==> src/rtl/freq_synth.sv <==
// Fractional-N square-wave generator. Fxout is registered and updates one Clk after the accumulator wraps.
// Freq_Ready drops while a new frequency waits for the low phase (PEND) and while stopping (STOP).
module freq_synth #(
  parameter int unsigned CLK_FREQ = 100_000_000,
  parameter int unsigned WIDTH    = 32
) (
  input  logic             Clk,
  input  logic             Rst_n,
  input  logic             Enable,
  input  logic [WIDTH-1:0] Freq_In,
  input  logic             Freq_Valid,
  output logic             Freq_Ready,
  output logic             Fxout,
  output logic             Active,
  output logic [WIDTH-1:0] Cycle_Count
);

  localparam int unsigned      AW   = WIDTH + 2;
  localparam logic [AW-1:0]    MOD  = AW'(CLK_FREQ);
  localparam logic [WIDTH-1:0] HALF = WIDTH'(CLK_FREQ / 2);

  localparam logic [1:0] S_IDLE = 2'd0;
  localparam logic [1:0] S_RUN  = 2'd1;
  localparam logic [1:0] S_PEND = 2'd2;
  localparam logic [1:0] S_STOP = 2'd3;

  logic [1:0]       state_q, state_d;
  logic [AW-1:0]    acc_q, acc_d;
  logic [WIDTH-1:0] freq_q, freq_d;
  logic [WIDTH-1:0] pend_q, pend_d;
  logic             fx_q, fx_d;
  logic [WIDTH-1:0] cnt_q, cnt_d;

  logic             accept;
  logic             clr_cnt;
  logic [WIDTH-1:0] freq_clamped;
  logic [AW-1:0]    step;
  logic [AW-1:0]    acc_sum;
  logic [AW-1:0]    acc_adv;
  logic             wrap;

  assign Freq_Ready   = (state_q == S_IDLE) || (state_q == S_RUN);
  assign Active       = (state_q != S_IDLE);
  assign Fxout        = fx_q;
  assign Cycle_Count  = cnt_q;

  assign accept       = Freq_Valid && Freq_Ready;
  assign freq_clamped = (Freq_In > HALF) ? HALF : Freq_In;

  // Two toggles per output period, so the phase step is twice the frequency.
  assign step    = {1'b0, freq_q, 1'b0};
  assign acc_sum = acc_q + step;
  assign wrap    = (acc_sum >= MOD);
  assign acc_adv = wrap ? (acc_sum - MOD) : acc_sum;

  always_comb begin
    state_d = state_q;
    acc_d   = acc_q;
    freq_d  = freq_q;
    pend_d  = pend_q;
    fx_d    = fx_q;
    clr_cnt = 1'b0;
    case (state_q)
      S_IDLE: begin
        if (accept) begin
          freq_d  = freq_clamped;
          acc_d   = '0;
          clr_cnt = 1'b1;
          if (Enable) state_d = S_RUN;
        end else if (Enable && (freq_q != '0)) begin
          acc_d   = '0;
          state_d = S_RUN;
        end
      end
      S_RUN: begin
        acc_d = acc_adv;
        fx_d  = fx_q ^ wrap;
        if (accept) begin
          pend_d  = freq_clamped;
          state_d = S_PEND;
        end else if (!Enable) begin
          state_d = S_STOP;
        end
      end
      S_PEND: begin
        // Switch only at a low phase so the new waveform starts without a runt pulse.
        if (!fx_q || wrap) begin
          fx_d    = 1'b0;
          freq_d  = pend_q;
          acc_d   = '0;
          clr_cnt = 1'b1;
          state_d = Enable ? S_RUN : S_STOP;
        end else if (!Enable) begin
          freq_d  = pend_q;
          acc_d   = '0;
          clr_cnt = 1'b1;
          state_d = S_STOP;
        end else begin
          acc_d = acc_adv;
        end
      end
      S_STOP: begin
        if (!fx_q || wrap) begin
          fx_d    = 1'b0;
          acc_d   = '0;
          state_d = S_IDLE;
        end else begin
          acc_d = acc_adv;
        end
      end
      default: state_d = S_IDLE;
    endcase

    if (clr_cnt)
      cnt_d = '0;
    else if (!fx_q && fx_d)
      cnt_d = cnt_q + 1'b1;
    else
      cnt_d = cnt_q;
  end

  always_ff @(posedge Clk or negedge Rst_n) begin
    if (!Rst_n) begin
      state_q <= S_IDLE;
      acc_q   <= '0;
      freq_q  <= '0;
      pend_q  <= '0;
      fx_q    <= 1'b0;
      cnt_q   <= '0;
    end else begin
      state_q <= state_d;
      acc_q   <= acc_d;
      freq_q  <= freq_d;
      pend_q  <= pend_d;
      fx_q    <= fx_d;
      cnt_q   <= cnt_d;
    end
  end

endmodule

==> config.mk <==
export PLATFORM = sky130hd
export DESIGN_NAME = freq_synth
export DESIGN_NICKNAME = d
export VERILOG_FILES = /design/src/rtl/freq_synth.sv
export SDC_FILE = /design/constraint.sdc
export NUM_CORES = 1
export LEC_CHECK = 0
export CAP_MARGIN = 10
export CORE_MARGIN = 1
export CORE_UTILIZATION = 29
export CTS_CLUSTER_SIZE = 16
export DETAILED_ROUTE_END_ITERATION = 10
export GPL_ROUTABILITY_DRIVEN = 0
export PLACE_DENSITY_LB_ADDON = 0.25
export SLEW_MARGIN = 20
export SYNTH_ARGS = -nofsm -noshare
export SYNTH_HDL_FRONTEND = slang
export SYNTH_SLANG_ARGS = --single-unit
==> constraint.sdc <==
create_clock -name Clk -period 6.5 [get_ports Clk]
set_clock_uncertainty 0.2 [all_clocks]
set_input_delay 1.3 -clock Clk [delete_from_list [all_inputs] [get_ports Clk]]
set_output_delay 1.3 -clock Clk [all_outputs]
set_load 0.005 [all_outputs]
==> metrics.txt, run 1 <==
worst slew pin tran ~940 ps; chip height 178 µm; most common cell after layout, fill and taps aside nand2_1; Pins Over Slew Limit 0; startpoint types register; layout cells sized above 1 approximately 6.9%; antenna diode count 0; Post-Place Setup Slack about 260 ps; status finished, final reports clean; Peak supply drop about 0.21 mV; Top delay family on crit path simple AND/OR/NAND/NOR gates; top area cells in the synthesized netlist dfrtp_1, nand2_1, ha_1; drt wl/cell between 15 and 20 µm; worst hold path class reg -> reg; synth warn 0; area of the core between 0.03 and 0.04 mm²; WL final roughly 27 mm; Clk pin slew, worst setup/hold paths roughly 60 ps; final hold violation count 0; net total in the final layout about 1.2k; slowest stage delay, CP 500 ps; IO Port Bufs 70; share of flip-flops with an asynchronous set or reset between 90% and 100%; total CTS buffers 17; synthesized area 0.00901 mm²; FP Rows 64; initial antenna violation count 0; DRT iter0 DRCs 663; area leader, netlist dfrtp_1; Final TNS setup 0 ps; # IOs 71; Synth top area share 36.7%; synth-to-layout area growth 18.3%; syn nets approximately 1.2k; Avg Inst Size Synth 8.24 µm²; DR vias ~8.5k; Vias/cell roughly 5.5; total power per unit cell area between 500 and 600 mW/mm²; H-tree levels 4; number of distinct library cells after synthesis 85; CP cell instances ha_1, inv_1, fa_1, nand2b_1, a21oi_2, nor2_1, o21ai_0, xnor2_1, ha_1, nand2_1, or4_1, a2111oi_2, a31oi_1, o41a_1, o2111a_2, ha_1, nand2b_1, o21a_1, nor2_1, and4_1, nand4_1, or3_1, a21oi_1; Final Cycle Share between 90% and 100%; WP depth 23; Yosys reg bits between 100 and 150; Initial Utilization just under 30%; Die ar. about 0.032 mm²; post-DP HPWL between 15 and 20 mm; vias in the first global route 7,976; setup violators final 0; Hold Crit Depth 2; Remaining DRCs 0; final critical-path setup slack just over 400 ps; CTS sink cnt approximately 130; first-pass GRT wire length 43.3 mm; clk buf depth 2; Tmin final approximately 6100 ps; critical path peak fanout 6; most frequent cells in the layout nand2_1, dfrtp_1, nor2_1, o21ai_0, clkdlybuf4s50_1; # hold bufs at CTS 0; CP max-delay cell or4_1; max_cap viols 0; WS Path Type reg -> reg; relative slew slack a little under two fifths; total internal power between 3 and 4 mW; Global Route Usage Sum 17.4%; die width 178 µm; Fill cells around 3.2k; sequential power share 21.1%; leakage power total ~4.3 nW; WP data arrival 6230 ps; Critical Path RT 6640 ps; drt first pass iters 6; switch share 50.4%; RSZ-0062 raised after global routing no; Routed Antenna Nets 0; Cells after Synth roughly 1.1k; worst-skew pair later-pin latency roughly 430 ps; CP Buf/Inv Count 1; R2R cell count 23; number of synthesized flops with an enable pin 0; sequential area share after synthesis between 30% and 40%; largest net degree at the start of global routing 100; grt ovf 0; Max Clk Rate around 160 MHz; CP endpoint kind register; CTS tree built; crit-path most repeated cell ha_1; NetSw just over 3 mW; Clock power frac between 10% and 20%; top_reg_cell synth dfrtp_1; Logic pwr share a little over three fifths; Root Driver clkbuf_16
[what timing repair did]
item / CTS / global route
endpoints found under the setup margin: 0 / 8
resized for setup: 0 / 2
buffers inserted: 0 / 1
[per-stage QoR]
| step | std cells | cell area (µm²) | hold slack [ps] | utilization (%) | power (mW) |
|---|---|---|---|---|---|
| 3_3_place_gp | 1516 | 10100 | 262 | 32.9 | 5.04 |
| 2_1_floorplan | 1093 | 9010 | 250 | - | 4.08 |
| 4_1_cts | 1547 | 10600 | 282 | 34.8 | 6.04 |
| 6_report | 1548 | 10700 | 278 | 34.8 | 6.06 |
| 3_5_place_dp | 1516 | 10100 | 270 | 32.9 | 5.06 |
| 5_1_grt | 1548 | 10700 | 293 | 34.8 | 6.53 |
[tightest hold or removal path: stages (launching register included)]
cell     delay, ps
dfrtp_1        340
nand2_1         50
o21ai_0         60
[logic make-up after synthesis]
group | synth area share, %
flops | 36.7
fa+ha+maj | 5.22
xor+xnor | 4.17
compound gates | 23.0
mux | 0.681
simple gates | 27.0
buf+inv | 3.21
[metal layers]
layer / vias up / share of wire (%) / track usage, %
met5: - / 0 / 0
met4: 0 / 1.6 / 5.33
met3: 27 / 5.3 / 3.01
met2: 234 / 45 / 27.3
met1: 4080 / 48 / 24.3
li1: 4126 / - / -
[final timing paths]
path	slack, ps	from	to
setup / recovery	410	freq_q[0]	Cycle_Count[29]
hold reg to reg	280	pend_q[2]	pend_q[2]
max in group asynchronous	4270	Rst_n	freq_q[1]
min in group asynchronous	790	Rst_n	Cycle_Count[15]
hold / removal	280	pend_q[2]	pend_q[2]
setup reg to reg	410	freq_q[0]	Cycle_Count[29]
[sequential cells by signal, summed over array words and instances (netlist names)]
| signal | flops |
|---|---|
| state_q | 2 |
| freq_q | 32 |
| pend_q | 32 |
| Cycle_Count | 32 |
| Fxout | 1 |
| acc_q | 33 |
[power groups by stage]
stage          clock (mW)  combinational, mW  sequential, mW
2_1_floorplan           0               2.90            1.18
3_3_place_gp            0               3.76            1.28
3_5_place_dp            0               3.77            1.29
4_1_cts             0.970               3.79            1.27
5_1_grt              1.00               4.22            1.31
6_report            0.952               3.83            1.28
[final cells by class]
type / instances / area [µm²] / share of cell area, %
flip-flops and latches: 132 / 3300 / 31.0
inverters: 12 / 45.0 / 0.423
well taps: 396 / 495 / 4.65
multi-input cells: 894 / 5430 / 51.0
clock inverters: 9 / 104 / 0.975
repair buffers: 83 / 800 / 7.51
clock buffers: 22 / 474 / 4.45
[Yosys cell counts (13+ instances only)]
cell / n
nand2_1: 178
o21ai_0: 76
xor2_1: 25
dfrtp_1: 132
or3_1: 22
and3_1: 21
nand4_1: 23
nor4_1: 13
clkbuf_1: 37
xnor2_1: 16
ha_1: 36
nand3_1: 58
nor2_1: 111
o21ai_1: 14
a21oi_1: 64
a31oi_1: 17
o211ai_1: 14
nor3_1: 24
Power figures use the tool's default switching activity.
==> run 2, diff against run 1 <==
GPL_TIMING_DRIVEN = 1   (was not set)
==> results of run 2 <==
Same layout as run 1: the final DEF is identical, and so are final timing and power.
